<file path="src/rtl/uart_line_receiver.sv">
// Far-end UART receiver: 16x oversampling, per-frame error flags, show-ahead receive FIFO.
// Build macro UART_RX_MAJORITY_EN switches bit sampling to a 2-of-3 majority vote.
module uart_line_receiver #(
    parameter int unsigned CLOCK_HZ   = 50_000_000,
    parameter int unsigned FIFO_DEPTH = 4
) (
    input  logic       clock,
    input  logic       reset,
    input  logic       data_rx,
    input  logic [1:0] baud_rate,
    input  logic [1:0] parity_type,
    input  logic       ready,
    output logic       valid,
    output logic [7:0] data_out,
    output logic [2:0] error_flag,
    output logic       overrun_flag,
    output logic       active_flag
);
    localparam int unsigned Div2400  = CLOCK_HZ / (16 * 2400);
    localparam int unsigned Div4800  = CLOCK_HZ / (16 * 4800);
    localparam int unsigned Div9600  = CLOCK_HZ / (16 * 9600);
    localparam int unsigned Div19200 = CLOCK_HZ / (16 * 19200);
    localparam int unsigned CntW     = (Div2400 > 1) ? $clog2(Div2400) : 1;
    localparam int unsigned PtrW     = $clog2(FIFO_DEPTH);
    localparam int unsigned CountW   = PtrW + 1;

    typedef enum logic [2:0] {StArm, StIdle, StStart, StData, StParity, StStop} state_t;

    state_t            r_state;
    state_t            w_state_next;
    logic              r_sync1;
    logic              r_sync2;
    logic              r_line_prev;
    logic              w_fall;
    logic              w_start;
    logic [1:0]        w_baud_sel;
    logic [CntW-1:0]   w_div_max;
    logic [CntW-1:0]   r_div_cnt;
    logic              w_tick;
    logic [3:0]        r_sub;
    logic              w_sample_pt;
    logic              w_bit;
    logic              w_push;
    logic [1:0]        r_baud;
    logic              r_par_en;
    logic              r_par_odd;
    logic [7:0]        r_shift;
    logic [2:0]        r_bitcnt;
    logic              r_par_bit;
    logic              r_par_err;
    logic              w_par_exp;
    logic              w_break;
    logic [10:0]       w_entry;
    logic [10:0]       r_mem [FIFO_DEPTH];
    logic [PtrW-1:0]   r_wr_ptr;
    logic [PtrW-1:0]   r_rd_ptr;
    logic [CountW-1:0] r_count;
    logic              r_overrun;
    logic              w_full;
    logic              w_pop;
    logic              w_wr_en;
    logic [10:0]       w_head;

    always_ff @(posedge clock or posedge reset) begin
        if (reset) begin
            r_sync1     <= 1'b1;
            r_sync2     <= 1'b1;
            r_line_prev <= 1'b1;
        end else begin
            r_sync1     <= data_rx;
            r_sync2     <= r_sync1;
            r_line_prev <= r_sync2;
        end
    end

    assign w_fall  = r_line_prev & ~r_sync2;
    assign w_start = (r_state == StIdle) && w_fall;

    // Between frames the divider follows the live select; inside a frame it uses the latched one.
    assign w_baud_sel = (r_state == StArm || r_state == StIdle) ? baud_rate : r_baud;

    always_comb begin
        w_div_max = CntW'(Div2400 - 1);
        case (w_baud_sel)
            2'b00:   w_div_max = CntW'(Div2400 - 1);
            2'b01:   w_div_max = CntW'(Div4800 - 1);
            2'b10:   w_div_max = CntW'(Div9600 - 1);
            default: w_div_max = CntW'(Div19200 - 1);
        endcase
    end

    assign w_tick = (r_div_cnt >= w_div_max);

    always_ff @(posedge clock or posedge reset) begin
        if (reset) begin
            r_div_cnt <= '0;
            r_sub     <= '0;
        end else begin
            if (w_start || w_tick) begin
                r_div_cnt <= '0;
            end else begin
                r_div_cnt <= r_div_cnt + CntW'(1);
            end
            // In ARM the sub-bit counter measures consecutive high ticks.
            if (w_start || (r_state == StArm && !r_sync2)) begin
                r_sub <= '0;
            end else if (w_tick) begin
                r_sub <= r_sub + 4'd1;
            end
        end
    end

`ifdef UART_RX_MAJORITY_EN
    logic [1:0] r_maj;

    always_ff @(posedge clock or posedge reset) begin
        if (reset) begin
            r_maj <= 2'b11;
        end else if (w_tick && r_sub == 4'd7) begin
            r_maj[0] <= r_sync2;
        end else if (w_tick && r_sub == 4'd8) begin
            r_maj[1] <= r_sync2;
        end
    end

    assign w_sample_pt = w_tick && (r_sub == 4'd9);
    assign w_bit       = (r_maj[0] & r_maj[1]) | (r_maj[0] & r_sync2) | (r_maj[1] & r_sync2);
`else
    assign w_sample_pt = w_tick && (r_sub == 4'd8);
    assign w_bit       = r_sync2;
`endif

    always_ff @(posedge clock or posedge reset) begin
        if (reset) begin
            r_state <= StArm;
        end else begin
            r_state <= w_state_next;
        end
    end

    always_comb begin
        w_state_next = r_state;
        w_push       = 1'b0;
        case (r_state)
            StArm: begin
                if (w_tick && r_sync2 && r_sub == 4'd15) w_state_next = StIdle;
            end
            StIdle: begin
                if (w_fall) w_state_next = StStart;
            end
            StStart: begin
                if (w_sample_pt) w_state_next = w_bit ? StIdle : StData;
            end
            StData: begin
                if (w_sample_pt && r_bitcnt == 3'd7) begin
                    w_state_next = r_par_en ? StParity : StStop;
                end
            end
            StParity: begin
                if (w_sample_pt) w_state_next = StStop;
            end
            StStop: begin
                if (w_sample_pt) begin
                    w_state_next = StIdle;
                    w_push       = 1'b1;
                end
            end
            default: w_state_next = StArm;
        endcase
    end

    assign w_par_exp = r_par_odd ? ~^r_shift : ^r_shift;

    always_ff @(posedge clock or posedge reset) begin
        if (reset) begin
            r_baud    <= 2'b00;
            r_par_en  <= 1'b0;
            r_par_odd <= 1'b0;
            r_shift   <= '0;
            r_bitcnt  <= '0;
            r_par_bit <= 1'b0;
            r_par_err <= 1'b0;
        end else if (w_start) begin
            r_baud    <= baud_rate;
            r_par_en  <= (parity_type == 2'b01) || (parity_type == 2'b10);
            r_par_odd <= (parity_type == 2'b01);
            r_bitcnt  <= '0;
            r_par_bit <= 1'b0;
            r_par_err <= 1'b0;
        end else if (w_sample_pt && r_state == StData) begin
            r_shift  <= {w_bit, r_shift[7:1]};
            r_bitcnt <= r_bitcnt + 3'd1;
        end else if (w_sample_pt && r_state == StParity) begin
            r_par_bit <= w_bit;
            r_par_err <= (w_bit != w_par_exp);
        end
    end

    assign w_break = (r_shift == 8'h00) && !w_bit && !(r_par_en && r_par_bit);
    assign w_entry = {!w_bit, w_break, r_par_err, r_shift};

    assign valid   = (r_count != '0);
    assign w_full  = (r_count == CountW'(FIFO_DEPTH));
    assign w_pop   = valid && ready;
    // A full FIFO still accepts a push when the head leaves in the same cycle.
    assign w_wr_en = w_push && (!w_full || w_pop);

    always_ff @(posedge clock) begin
        if (w_wr_en) r_mem[r_wr_ptr] <= w_entry;
    end

    always_ff @(posedge clock or posedge reset) begin
        if (reset) begin
            r_wr_ptr  <= '0;
            r_rd_ptr  <= '0;
            r_count   <= '0;
            r_overrun <= 1'b0;
        end else begin
            if (w_wr_en) r_wr_ptr <= r_wr_ptr + PtrW'(1);
            if (w_pop)   r_rd_ptr <= r_rd_ptr + PtrW'(1);
            case ({w_wr_en, w_pop})
                2'b10:   r_count <= r_count + CountW'(1);
                2'b01:   r_count <= r_count - CountW'(1);
                default: ;
            endcase
            if (w_pop) begin
                r_overrun <= 1'b0;
            end else if (w_push && w_full) begin
                r_overrun <= 1'b1;
            end
        end
    end

    assign w_head       = r_mem[r_rd_ptr];
    assign data_out     = valid ? w_head[7:0] : 8'h00;
    assign error_flag   = valid ? w_head[10:8] : 3'b000;
    assign overrun_flag = r_overrun;
    assign active_flag  = (r_state != StArm) && (r_state != StIdle);

endmodule

</file>
<file path="config.mk">
export PLATFORM = sky130hd
export DESIGN_NAME = uart_line_receiver
export DESIGN_NICKNAME = d
export VERILOG_FILES = /design/src/rtl/uart_line_receiver.sv
export SDC_FILE = /design/constraint.sdc
export NUM_CORES = 1
export LEC_CHECK = 0
export BUFFER_PORTS_ARGS = -buffer_cell sky130_fd_sc_hd__buf_4
export CORE_UTILIZATION = 50
export DETAILED_ROUTE_END_ITERATION = 8
export PLACE_DENSITY = 0.68
export SETUP_SLACK_MARGIN = 0.2
export SLEW_MARGIN = 0
export SYNTH_ARGS = -nofsm -noshare
export SYNTH_HDL_FRONTEND = slang
export SYNTH_SLANG_ARGS = --single-unit
</file>
<file path="constraint.sdc">
create_clock -name clock -period 3.5 [get_ports clock]
set_input_delay 0 -clock clock [delete_from_list [all_inputs] [get_ports clock]]
set_output_delay 0 -clock clock [all_outputs]
set_load 0.005 [all_outputs]
</file>
==> metrics.log, run 1 <==
INFO  metric run_status = completed
INFO  metric count_of_pins_over_their_slew_limit = 0
INFO  metric sequential_area_share_after_synthesis = 0.564
INFO  metric worst_ir_drop_vdd = 228 µV
INFO  metric finClkSkew = 11.3 ps
INFO  metric yosysMostFrequentCell = sky130_fd_sc_hd__edfxtp_1
INFO  metric n_fill_cell = 628
INFO  metric dieHeight = 95.7 µm
INFO  metric cell_row_count = 33
INFO  metric routed-via-count = 2851
INFO  metric setup_violations = 0
INFO  metric total_power = 2.72 mW
INFO  metric synth.top_cells.by_area = sky130_fd_sc_hd__edfxtp_1 30%, sky130_fd_sc_hd__dfrtp_1 25%, sky130_fd_sc_hd__ha_1 8.3%
INFO  metric cts.sink_count = 90
INFO  metric crit_path_start_kind = flop
INFO  metric synth.cell_area = 4390 µm²
INFO  metric cts.clk_slew.worst_paths = 100 ps
INFO  metric worst_slew_pin_slew = 1070 ps
INFO  metric fin_crit = 3360 ps
INFO  metric synth_flop_cell = sky130_fd_sc_hd__edfxtp_1
INFO  metric synthToLayoutAreaGrowth = 21.9%
INFO  metric ys_warn_count = 0
INFO  metric dieWidth = 95.7 µm
INFO  metric synthesis.area_per_instance = 12.6 µm²
INFO  metric number_of_nets_with_antenna_violations_after_detailed_routing = 0
INFO  metric cts-root-buf = sky130_fd_sc_hd__clkbuf_8
INFO  metric vias_in_the_first_global_route = 2705
INFO  metric via_per_inst = 5.58
INFO  metric timing.hold.worst.start = parity_type[1]
INFO  metric path_buf_inv = 4
INFO  metric ff2ff_path_depth = 13
INFO  metric drt-total-wl = 8.67 mm
INFO  metric hold_end = r_par_odd$_DFFE_PP0P_
INFO  metric crit-reg2reg-launch = r_state[1]$_DFFE_PP0P_
INFO  metric yosys-top-cells-count = 44 x sky130_fd_sc_hd__edfxtp_1, 43 x sky130_fd_sc_hd__dfrtp_1, 33 x sky130_fd_sc_hd__nand2_1
INFO  metric pwr_density_cell = 508 nW/µm²
INFO  metric synth_nets = 387
INFO  metric slowest_delay = 520 ps
INFO  metric cts_htree_levels = 3
INFO  metric cell_count_post_placement = 474
INFO  metric synth-edff-count = 44
INFO  metric core_area = 8340 µm²
INFO  metric initial_core_util = 0.526
INFO  metric critical_path.slowest_cell = sky130_fd_sc_hd__o41a_4
INFO  metric critPathCaptureType = flop
INFO  metric timing.critical_path.required = 3800 ps
INFO  metric max-cap-violations = 0
INFO  metric synthArstFlopShare = 0.511
INFO  metric wire_per_inst = 17.0 µm
INFO  metric antenna_cells = 0
INFO  metric cp_max_fo = 6
INFO  metric synth_cells = 349
INFO  metric gpl.final_weighted_congestion = 0.901
INFO  metric top_level_port_count = 22
INFO  metric setup_tns = 0 ps
INFO  metric cellLeakagePower = 2.05 nW
INFO  metric r2r_end = r_count[1]$_DFFE_PP0P_
INFO  metric ff2ff_setup_slack = 140 ps
INFO  metric timing.final.crit_share = 0.959
INFO  metric cell_chain_of_the_critical_path = nor2_4 -> mux2i_2 -> buf_4 -> ha_4 -> inv_4 -> ha_4 -> nand4_1 -> buf_4 -> o41a_4 -> a21boi_4 -> buf_6 -> mux2i_4 -> mux2i_1
INFO  metric grt_antenna_before_repair = 0
INFO  metric critical_path_arrival = 3650 ps
INFO  metric clock_latency = 370 ps
INFO  metric post-route-drc-count = 0
INFO  metric criticalPathCategory = reg -> reg
INFO  metric cts_inserted_buffers = 9
INFO  metric dieArea = 9160 µm²
INFO  metric unrepaired_setup_endpoints_after_global_routing = yes
INFO  metric tritoncts = built
INFO  metric tot_gr_track_use = 0.197
INFO  metric cts-root-to-sink-buffers = 2
INFO  metric grt_remaining_overflow = 0
INFO  metric final-instance-count-excl-fill = 511
INFO  metric synth_cell_type_count = 45
INFO  metric drt-initial-drc-count = 129
INFO  metric synth_seq_cells = 90
INFO  metric grt_pass1_wl = 13.2 mm
INFO  metric placement.io_buffers = 21
INFO  metric finish.net_count = 439
INFO  metric drtPass1Iterations = 4
INFO  metric max_slew_margin = 0.268
INFO  metric share_of_final_layout_standard_cells_stronger_than_drive_strength_1 = 0.293
INFO  metric timing.hold.worst.class = in -> reg
INFO  metric maxClockFrequency = 298 MHz
INFO  metric whs_path_depth = 4
INFO  metric synth_top_area_cell = sky130_fd_sc_hd__edfxtp_1
INFO  metric cp_top_family = compound AO/OA/AOI/OAI gates
INFO  metric finalHoldViolations = 0
INFO  metric pin_count_of_the_biggest_net_entering_global_routing = 47
INFO  metric post-synth-top-area-fraction = 0.301
INFO  metric post-dp-hpwl = 5.25 mm
==> cell type report <==
cell class / count / area (µm²) / share of cell area
Clock inverter: 7 / 76.3 / 0.0143
Tap cell: 105 / 131 / 0.0245
Multi-Input combinational cell: 223 / 2040 / 0.382
Clock buffer: 9 / 124 / 0.0231
Inverter: 30 / 118 / 0.0220
Sequential cell: 90 / 2480 / 0.463
Timing Repair Buffer: 47 / 383 / 0.0715
==> flip-flops by register name, indices dropped and copies added (netlist names) <==
name and cells:
overrun_flag 1, r_sync2 1, r_count 3, r_par_odd 1, r_sub 4, r_state 3
r_rd_ptr 2, r_par_bit 1, r_mem 44, r_par_err 1, r_wr_ptr 2, r_bitcnt 3
r_line_prev 1, r_div_cnt 11, r_baud 2, r_par_en 1, r_sync1 1, r_shift 8
==> cells in the final DEF, fill, tap and decap left out, types with 2 or more instances in the layout <==
master                          instances
sky130_fd_sc_hd__buf_6                  4
sky130_fd_sc_hd__inv_2                  4
sky130_fd_sc_hd__and3_4                 6
sky130_fd_sc_hd__nand3b_1               2
sky130_fd_sc_hd__inv_4                  2
sky130_fd_sc_hd__inv_8                  3
sky130_fd_sc_hd__nand4_1                2
sky130_fd_sc_hd__ha_1                  21
sky130_fd_sc_hd__nor2b_1               13
sky130_fd_sc_hd__edfxtp_1              44
sky130_fd_sc_hd__a211oi_1               3
sky130_fd_sc_hd__a2111oi_4              2
sky130_fd_sc_hd__nand2_2                2
sky130_fd_sc_hd__ha_4                   8
sky130_fd_sc_hd__a21oi_1                8
sky130_fd_sc_hd__inv_6                  2
sky130_fd_sc_hd__buf_4                 37
sky130_fd_sc_hd__nor3_1                 4
sky130_fd_sc_hd__clkbuf_8               9
sky130_fd_sc_hd__dfstp_2                3
sky130_fd_sc_hd__nor2_2                 2
sky130_fd_sc_hd__and3_1                 4
sky130_fd_sc_hd__o21ai_0               18
sky130_fd_sc_hd__nand3_1               11
sky130_fd_sc_hd__inv_1                 24
sky130_fd_sc_hd__mux2_2                 3
sky130_fd_sc_hd__mux2i_1                5
sky130_fd_sc_hd__xnor2_1               17
sky130_fd_sc_hd__xor2_1                 5
sky130_fd_sc_hd__mux4_2                11
sky130_fd_sc_hd__dfrtp_1               43
sky130_fd_sc_hd__nor2_1                18
sky130_fd_sc_hd__nand2_1               31
sky130_fd_sc_hd__dlygate4sd3_1          6
==> how the worst max path moves through the flow <==
stage	start	end	slack, ps	cells past startpoint
3_3_place_gp	r_state[1]$_DFFE_PP0P_	r_count[2]$_DFFE_PP0P_	90	15
3_5_place_dp	r_state[1]$_DFFE_PP0P_	r_count[2]$_DFFE_PP0P_	-20	15
4_1_cts	r_state[2]$_DFFE_PP0P_	r_count[2]$_DFFE_PP0P_	130	15
5_1_grt	r_state[1]$_DFFE_PP0P_	r_count[2]$_DFFE_PP0P_	-40	15
2_1_floorplan	r_state[2]$_DFFE_PP0P_	r_count[2]$_DFFE_PP0P_	130	16
6_report	r_state[1]$_DFFE_PP0P_	r_count[1]$_DFFE_PP0P_	140	13
==> power breakdown <==
group	switching, mW	total, mW	internal, mW
registers	0.152	1.33	1.18
clock network	0.431	0.716	0.285
logic	0.316	0.670	0.354
==> metrics by stage <==
| stage | hold slack [ps] | setup slack (ps) | util | area [µm²] |
|---|---|---|---|---|
| global route | 99.3 | -39.3 | 0.642 | 5350 |
| global placement | 109 | 88.2 | 0.567 | 4730 |
| detailed placement | 112 | -17.6 | 0.567 | 4730 |
| CTS | 57.6 | 131 | 0.605 | 5050 |
| finish | 71.0 | 145 | 0.642 | 5350 |
| floorplan | 4.48 | 134 | - | 4440 |
==> cell families after synthesis <==
family | Yosys count | synth area share
AO/OA/AOI/OAI | 45 | 0.0721
adder cells (fa/ha/maj) | 30 | 0.0872
AND/OR/NAND/NOR | 101 | 0.113
multiplexers | 22 | 0.0827
buffers and inverters | 39 | 0.0373
XOR/XNOR | 22 | 0.0439
flip-flops | 90 | 0.564
==> worst reg2reg max path, stage by stage (launching register included) <==
cell	delay [ps]
sky130_fd_sc_hd__dfrtp_1	410
sky130_fd_sc_hd__nor2_4	150
sky130_fd_sc_hd__mux2i_2	270
sky130_fd_sc_hd__buf_4	180
sky130_fd_sc_hd__ha_4	130
sky130_fd_sc_hd__inv_4	40
sky130_fd_sc_hd__ha_4	260
sky130_fd_sc_hd__nand4_1	180
sky130_fd_sc_hd__buf_4	210
sky130_fd_sc_hd__o41a_4	520
sky130_fd_sc_hd__a21boi_4	320
sky130_fd_sc_hd__buf_6	170
sky130_fd_sc_hd__mux2i_4	250
sky130_fd_sc_hd__mux2i_1	200
==> timing repair <==
item,4_1_cts,5_1_grt
hold buffers,6,0
resized for setup,8,36
cloned,0,4
pin swaps,3,17
endpoints found under the setup margin,61,72
buffers inserted,3,8
hold endpoints to repair,48,0
==> per-layer routing <==
layer | up-vias | wire, µm | GRT usage
li1 | 1346 | - | -
met1 | 1430 | 3780 | 0.258
met2 | 61 | 4390 | 0.316
met3 | 14 | 290 | 0.0379
met4 | 0 | 210 | 0.0933
met5 | - | 0 | 0
Note: power is estimated with default switching activity, not from simulation.
==> run 2: changes to the inputs <==
- BUFFER_PORTS_ARGS: -buffer_cell sky130_fd_sc_hd__buf_4 -> default
- DONT_BUFFER_PORTS: default -> 1
- PLACE_DENSITY: 0.68 -> 0.66
==> run 2 against run 1 <==
Non-clock buffer count is 12 lower. Routed wire length is 0.80% lower. First-iteration DRC count is 13% lower. Via count is 2.4% lower. Flip-flop and latch count stayed put. Power is 5.3% lower. Highest routed layer unchanged. Critical path type unchanged. Final cell count is 2.0% lower. Die area stayed put.
==> metrics.log, run 2 (synthesized netlist as in run 1, its figures left out) <==
INFO  metric post-dp-hpwl = 5.26 mm (+0.11%)
INFO  metric cts-root-buf = sky130_fd_sc_hd__clkbuf_8
INFO  metric gpl.final_weighted_congestion = 0.846 (-6.2%)
INFO  metric multi_input_area = 2010 µm² (-1.7%)
INFO  metric worst_ir_drop_vdd = 206 µV (-9.6%)
INFO  metric synthToLayoutAreaGrowth = 18.5%
INFO  metric antenna_cells = 0 (unchanged)
INFO  metric path_buf_inv = 2 (-2)
INFO  metric finish.net_count = 429 (-2.3%)
INFO  metric drt-total-wl = 8.60 mm (-0.80%)
INFO  metric cp_max_fo = 4 (-2)
INFO  metric fin_crit = 3370 ps (+13.4 ps)
INFO  metric number_of_nets_with_antenna_violations_after_detailed_routing = 0 (unchanged)
INFO  metric maxClockFrequency = 297 MHz (-0.40%)
INFO  metric criticalPathCategory = reg -> reg
INFO  metric cellLeakagePower = 1.98 nW (-3.5%)
INFO  metric cell_count_post_placement = 454 (-4.2%)
INFO  metric whs_path_depth = 2 (-2)
INFO  metric ff2ff_setup_slack = 130 ps (about the same)
INFO  metric finClkSkew = 12.0 ps (+0.674 ps)
INFO  metric pwr_density_cell = 495 nW/µm² (-2.5%)
INFO  metric r2r_end = r_count[2]$_DFFE_PP0P_
INFO  metric tritoncts = built
INFO  metric cell_chain_of_the_critical_path = nor2_4 -> mux2_4 -> inv_4 -> ha_2 -> inv_2 -> ha_4 -> nand4_1 -> nor2_2 -> or3_4 -> o21ai_4 -> nand2_1 -> fa_2 -> a2111oi_4 -> a311oi_1 -> a211oi_1
INFO  metric finalHoldViolations = 0 (unchanged)
INFO  metric cts-root-to-sink-buffers = 2 (unchanged)
INFO  metric cts_inserted_buffers = 9 (unchanged)
INFO  metric cts.sink_count = 90 (unchanged)
INFO  metric crit_path_start_kind = flop
INFO  metric n_fill_cell = 637 (+1.4%)
INFO  metric vias_in_the_first_global_route = 2817 (+4.1%)
INFO  metric wire_per_inst = 17.2 µm (+1.2%)
INFO  metric setup_violations = 0 (unchanged)
INFO  metric hold_end = overrun_flag$_DFFE_PP0P_
INFO  metric critPathCaptureType = flop
INFO  metric cts_htree_levels = 3 (unchanged)
INFO  metric max_slew_margin = 0.208 (-0.0593)
INFO  metric final-instance-count-excl-fill = 501 (-2.0%)
INFO  metric final_util = 0.624 (-0.0179)
INFO  metric core_area = 8340 µm² (unchanged)
INFO  metric grt_pass1_wl = 13.9 mm (+5.4%)
INFO  metric post_placement_worst_setup_slack = -87.8 ps (-70.1 ps)
INFO  metric dieWidth = 95.7 µm (unchanged)
INFO  metric initial_core_util = 0.526 (unchanged)
INFO  metric critical_path_arrival = 3640 ps (about the same)
INFO  metric setup_tns = 0 ps (unchanged)
INFO  metric ff2ff_path_depth = 15 (+2)
INFO  metric crit-reg2reg-launch = r_state[1]$_DFFE_PP0P_
INFO  metric drt-initial-drc-count = 112 (-13%)
INFO  metric critical_path.slowest_cell = sky130_fd_sc_hd__dfrtp_1
INFO  metric seq_area = 2480 µm² (unchanged)
INFO  metric cts.clk_slew.worst_paths = 90 ps (about the same)
INFO  metric via_per_inst = 5.55 (-0.47%)
INFO  metric timing.hold.worst.class = in -> reg
INFO  metric dieArea = 9160 µm² (unchanged)
INFO  metric max-cap-violations = 0 (unchanged)
INFO  metric placement.io_buffers = 0 (-100%)
INFO  metric unrepaired_setup_endpoints_after_global_routing = yes
INFO  metric grt_antenna_before_repair = 0 (unchanged)
INFO  metric tot_gr_track_use = 0.207 (+0.0102)
INFO  metric count_of_pins_over_their_slew_limit = 0 (unchanged)
INFO  metric timing.final.crit_share = 0.962 (+0.00384)
INFO  metric cp_top_family = simple AND/OR/NAND/NOR gates
INFO  metric largestRegisters = r_mem x44, r_div_cnt x11, r_shift x8
INFO  metric share_of_final_layout_standard_cells_stronger_than_drive_strength_1 = 0.263 (-0.0305)
INFO  metric layout_setup_ws = 131 ps (-13.4 ps)
INFO  metric run_status = completed
INFO  metric mostFrequentLayoutCell = sky130_fd_sc_hd__edfxtp_1
INFO  metric grt_remaining_overflow = 0 (unchanged)
INFO  metric timing.hold.worst.start = ready
INFO  metric top_level_port_count = 22 (unchanged)
INFO  metric cell_row_count = 33 (unchanged)
INFO  metric dieHeight = 95.7 µm (unchanged)
INFO  metric routed-via-count = 2782 (-2.4%)
INFO  metric max_flop_register = r_mem
INFO  metric worst_slew_pin_slew = 1160 ps (+86.7 ps)
INFO  metric slowest_delay = 420 ps (-100 ps)
INFO  metric final_cell_mix = 44 x sky130_fd_sc_hd__edfxtp_1, 43 x sky130_fd_sc_hd__dfrtp_1, 31 x sky130_fd_sc_hd__nand2_1
INFO  metric drtPass1Iterations = 4 (unchanged)
INFO  metric clock_latency = 360 ps (about the same)
INFO  metric timing.critical_path.required = 3770 ps (-30 ps)
INFO  metric post-route-drc-count = 0 (unchanged)
INFO  metric pin_count_of_the_biggest_net_entering_global_routing = 47 (unchanged)
INFO  metric flip_flop_count_of_the_largest_register_all_copies_and_words_added = 44 (unchanged)
run 2: changes by cell type in the layout (fill, tap and decap cells not counted), moves of 3 or more:
cell,before,now
sky130_fd_sc_hd__buf_4,37,23
sky130_fd_sc_hd__ha_4,8,4
sky130_fd_sc_hd__a21oi_2,0,3
sky130_fd_sc_hd__ha_1,21,24
run 2: cell type report:
class | instances | area share
flip-flops and latches | 90 | 0.476
multi-input cells | 225 | 0.386
repair buffers | 35 | 0.0548
well taps | 105 | 0.0253
clock buffers | 9 | 0.0238
inverters | 30 | 0.0226
clock inverters | 7 | 0.0113
run 2: worst max-delay path by stage:
stage,endpoint,from,cells after the start
finish,r_count[2]$_DFFE_PP0P_,r_state[1]$_DFFE_PP0P_,15
global route,r_count[2]$_DFFE_PP0P_,r_state[1]$_DFFE_PP0P_,15
CTS,r_count[2]$_DFFE_PP0P_,r_state[2]$_DFFE_PP0P_,15
detailed placement,r_count[2]$_DFFE_PP0P_,r_state[1]$_DFFE_PP0P_,15
global placement,r_count[2]$_DFFE_PP0P_,r_state[1]$_DFFE_PP0P_,15
floorplan,r_count[2]$_DFFE_PP0P_,r_state[2]$_DFFE_PP0P_,16
run 2: what timing repair did:
item | CTS | global route
hold buffers | 8 | 0
pin swaps | 18 | 9
buffers inserted | 12 | 3
gates cloned | 5 | 3
gates resized for setup | 28 | 9
endpoints found under the setup margin | 60 | 40
endpoints found under the hold margin | 51 | 0
run 2: stage by stage:
step	total power, mW	hold WS [ps]	instance area [µm²]
after floorplan	1.70	4.48	4440
after detailed placement	1.83	4.58	4580
after global routing	2.73	125	5200
final	2.57	89.1	5200
after CTS	2.59	37.3	5120
after global placement	1.81	4.56	4580
run 2: layer usage:
metal	up-vias	share of wire	global-route usage
met5	-	0	0
met4	0	0.022	0.0908
met3	16	0.030	0.0332
met2	57	0.50	0.354
met1	1376	0.45	0.260
li1	1333	-	-
run 2: power by group:
group | switching, mW | total, mW | internal (mW)
combinational | 0.296 | 0.581 | 0.285
sequential | 0.145 | 1.32 | 1.18
clock | 0.398 | 0.669 | 0.271
total | 0.839 | 2.57 | 1.73
==> run 3: changes to the inputs <==
- PLACE_DENSITY: 0.66 -> 0.7
==> run 3 against run 2 <==
Largest cell class unchanged. Critical endpoint unchanged. Global-route usage down 1.1 points. Utilization fell by 0.36 points. Clock skew shrank 1.8 ps. Cell area fell by 0.58%.
==> metrics.log, run 3 (synthesized netlist as in run 1, its figures left out) <==
INFO  metric run_status = completed
INFO  metric setup_tns = 0 ps (unchanged)
INFO  metric setup_violations = 0 (unchanged)
INFO  metric placement.io_buffers = 0 (unchanged)
INFO  metric gpl.final_weighted_congestion = 0.876 (+3.6%)
INFO  metric slowest_delay = 430 ps (about the same)
INFO  metric via_per_inst = 5.64 (+1.5%)
INFO  metric initial_core_util = 0.526 (unchanged)
INFO  metric antenna_cells = 0 (unchanged)
INFO  metric critical_path_arrival = 3690 ps (+50 ps)
INFO  metric share_of_final_layout_standard_cells_stronger_than_drive_strength_1 = 0.242 (-0.0204)
INFO  metric hold_end = r_count[2]$_DFFE_PP0P_
INFO  metric final_util = 0.620 (-0.00360)
INFO  metric tot_gr_track_use = 0.196 (-0.0107)
INFO  metric flip_flop_count_of_the_largest_register_all_copies_and_words_added = 44 (unchanged)
INFO  metric cell_chain_of_the_critical_path = nor2_4 -> mux2_4 -> ha_1 -> inv_1 -> ha_1 -> a21oi_2 -> nor2_2 -> or3_4 -> o21ai_4 -> nand2_2 -> fa_2 -> a2111oi_4 -> a311oi_1 -> a211oi_1
INFO  metric whs_path_depth = 3 (+1)
INFO  metric timing.final.crit_share = 0.973 (+0.0103)
INFO  metric worst_ir_drop_vdd = 240 µV (+17%)
INFO  metric cts.clk_slew.worst_paths = 100 ps (about the same)
INFO  metric critPathCaptureType = flop
INFO  metric number_of_nets_with_antenna_violations_after_detailed_routing = 0 (unchanged)
INFO  metric cts_inserted_buffers = 9 (unchanged)
INFO  metric final_cell_mix = 44 x sky130_fd_sc_hd__edfxtp_1, 43 x sky130_fd_sc_hd__dfrtp_1, 30 x sky130_fd_sc_hd__nand2_1
INFO  metric drt-total-wl = 8.47 mm (-1.5%)
INFO  metric dieWidth = 95.7 µm (unchanged)
INFO  metric worst_slew_pin_slew = 958 ps (-199 ps)
INFO  metric post-route-drc-count = 0 (unchanged)
INFO  metric crit-reg2reg-launch = r_state[1]$_DFFE_PP0P_
INFO  metric maxClockFrequency = 294 MHz (-1.1%)
INFO  metric min_hold_slack = 81.2 ps (-7.90 ps)
INFO  metric cts-root-to-sink-buffers = 2 (unchanged)
INFO  metric clock_latency = 380 ps (+20 ps)
INFO  metric finClkSkew = 10.2 ps (-1.84 ps)
INFO  metric count_of_pins_over_their_slew_limit = 0 (unchanged)
INFO  metric finish.net_count = 421 (-1.9%)
INFO  metric mostFrequentLayoutCell = sky130_fd_sc_hd__edfxtp_1
INFO  metric vias_in_the_first_global_route = 2622 (-6.9%)
INFO  metric max_flop_register = r_mem
INFO  metric critical_path.slowest_cell = sky130_fd_sc_hd__dfrtp_1
INFO  metric dieHeight = 95.7 µm (unchanged)
INFO  metric drt-initial-drc-count = 132 (+18%)
INFO  metric final-instance-count-excl-fill = 493 (-1.6%)
INFO  metric timing.hold.worst.class = in -> reg
INFO  metric finalHoldViolations = 0 (unchanged)
INFO  metric total_power = 2.67 mW (+3.7%)
INFO  metric cts.sink_count = 90 (unchanged)
INFO  metric timing.critical_path.required = 3780 ps (about the same)
INFO  metric cell_row_count = 33 (unchanged)
INFO  metric cts-root-buf = sky130_fd_sc_hd__clkbuf_8
INFO  metric timing.hold.worst.start = ready
INFO  metric grt_pass1_wl = 13.0 mm (-6.4%)
INFO  metric cts_htree_levels = 3 (unchanged)
INFO  metric crit_path_start_kind = flop
INFO  metric wire_per_inst = 17.2 µm (about the same)
INFO  metric cp_max_fo = 3 (-1)
INFO  metric tritoncts = built
INFO  metric routed-via-count = 2779 (-0.11%)
INFO  metric max_slew_margin = 0.361 (+0.153)
INFO  metric r2r_end = r_count[2]$_DFFE_PP0P_
INFO  metric cell_count_post_placement = 455 (+0.22%)
INFO  metric fin_crit = 3400 ps (+35.9 ps)
INFO  metric drtPass1Iterations = 4 (unchanged)
INFO  metric grt_antenna_before_repair = 0 (unchanged)
INFO  metric dieArea = 9160 µm² (unchanged)
INFO  metric grt_remaining_overflow = 0 (unchanged)
INFO  metric post-dp-hpwl = 5.40 mm (+2.6%)
INFO  metric largestRegisters = r_mem x44, r_div_cnt x11, r_shift x8
INFO  metric max-cap-violations = 0 (unchanged)
INFO  metric core_area = 8340 µm² (unchanged)
INFO  metric critPathMostFrequentCell = sky130_fd_sc_hd__ha_1
INFO  metric ff2ff_path_depth = 14 (-1)
INFO  metric pwr_density_cell = 516 nW/µm² (+4.3%)
INFO  metric top_level_port_count = 22 (unchanged)
INFO  metric pin_count_of_the_biggest_net_entering_global_routing = 47 (unchanged)
INFO  metric criticalPathCategory = reg -> reg
INFO  metric synthToLayoutAreaGrowth = 17.8%
INFO  metric ff2ff_setup_slack = 100 ps (-40 ps)
INFO  metric cellLeakagePower = 1.97 nW (-0.63%)
INFO  metric unrepaired_setup_endpoints_after_global_routing = yes
## run 3: timing repair
action                                  4_1_cts  5_1_grt
pin swaps                                     3       16
hold buffers                                  9        0
hold endpoints to repair                     51        0
setup buffers                                 2        6
endpoints found under the setup margin       47       72
resized for setup                             8       33
cloned                                        0        5
## run 3: through the flow
step	setup slack [ps]	instance area, µm²
after floorplan	134	4440
final	95.6	5170
after CTS	77.7	4950
after detailed placement	-51.2	4590
after global placement	102	4590
after global routing	-85.0	5170
## run 3: critical path, delay by kind of cell (launching register included)
| family | cells | cell delay [ps] |
|---|---|---|
| adders and majority gates | 3 | 850 |
| AOI/OAI and AO/OA | 5 | 900 |
| and+or+nand+nor | 4 | 730 |
| DFF | 1 | 430 |
| muxes | 1 | 350 |
| buffers and inverters | 1 | 60 |
## run 3: area by class of cell
class | count | area, µm²
clock buffers | 9 | 124
clock inverters | 7 | 92.6
fillers | 652 | 3170
inverters | 30 | 118
multi-input cells | 222 | 1970
flip-flops and latches | 90 | 2480
well taps | 105 | 131
repair buffers | 30 | 259
## run 3: worst max-delay path by stage
stage                            from  depth (start not counted)                endpoint  slack (ps)
5_1_grt        r_state[1]$_DFFE_PP0P_                         11   r_mem[1][9]$_DFFE_PP_         -80
3_5_place_dp   r_state[1]$_DFFE_PP0P_                         15  r_count[2]$_DFFE_PP0P_         -50
6_report       r_state[1]$_DFFE_PP0P_                         14  r_count[2]$_DFFE_PP0P_         100
3_3_place_gp   r_state[1]$_DFFE_PP0P_                         15  r_count[2]$_DFFE_PP0P_         100
2_1_floorplan  r_state[2]$_DFFE_PP0P_                         16  r_count[2]$_DFFE_PP0P_         130
4_1_cts        r_state[2]$_DFFE_PP0P_                         15  r_count[2]$_DFFE_PP0P_          80
## run 3: power by group
part / total (mW) / internal [mW] / switching, mW
logic: 0.572 / 0.279 / 0.293
registers: 1.33 / 1.18 / 0.149
clock network: 0.768 / 0.350 / 0.418
total: 2.67 / 1.81 / 0.861
## run 3: metal layers
layer / global-route usage / part of all wire / vias up
met1: 0.274 / 0.46 / 1384
met4: 0.0784 / 0.024 / 0
met3: 0.0513 / 0.045 / 19
met2: 0.293 / 0.47 / 65
li1: - / - / 1311
met5: 0 / 0 / -
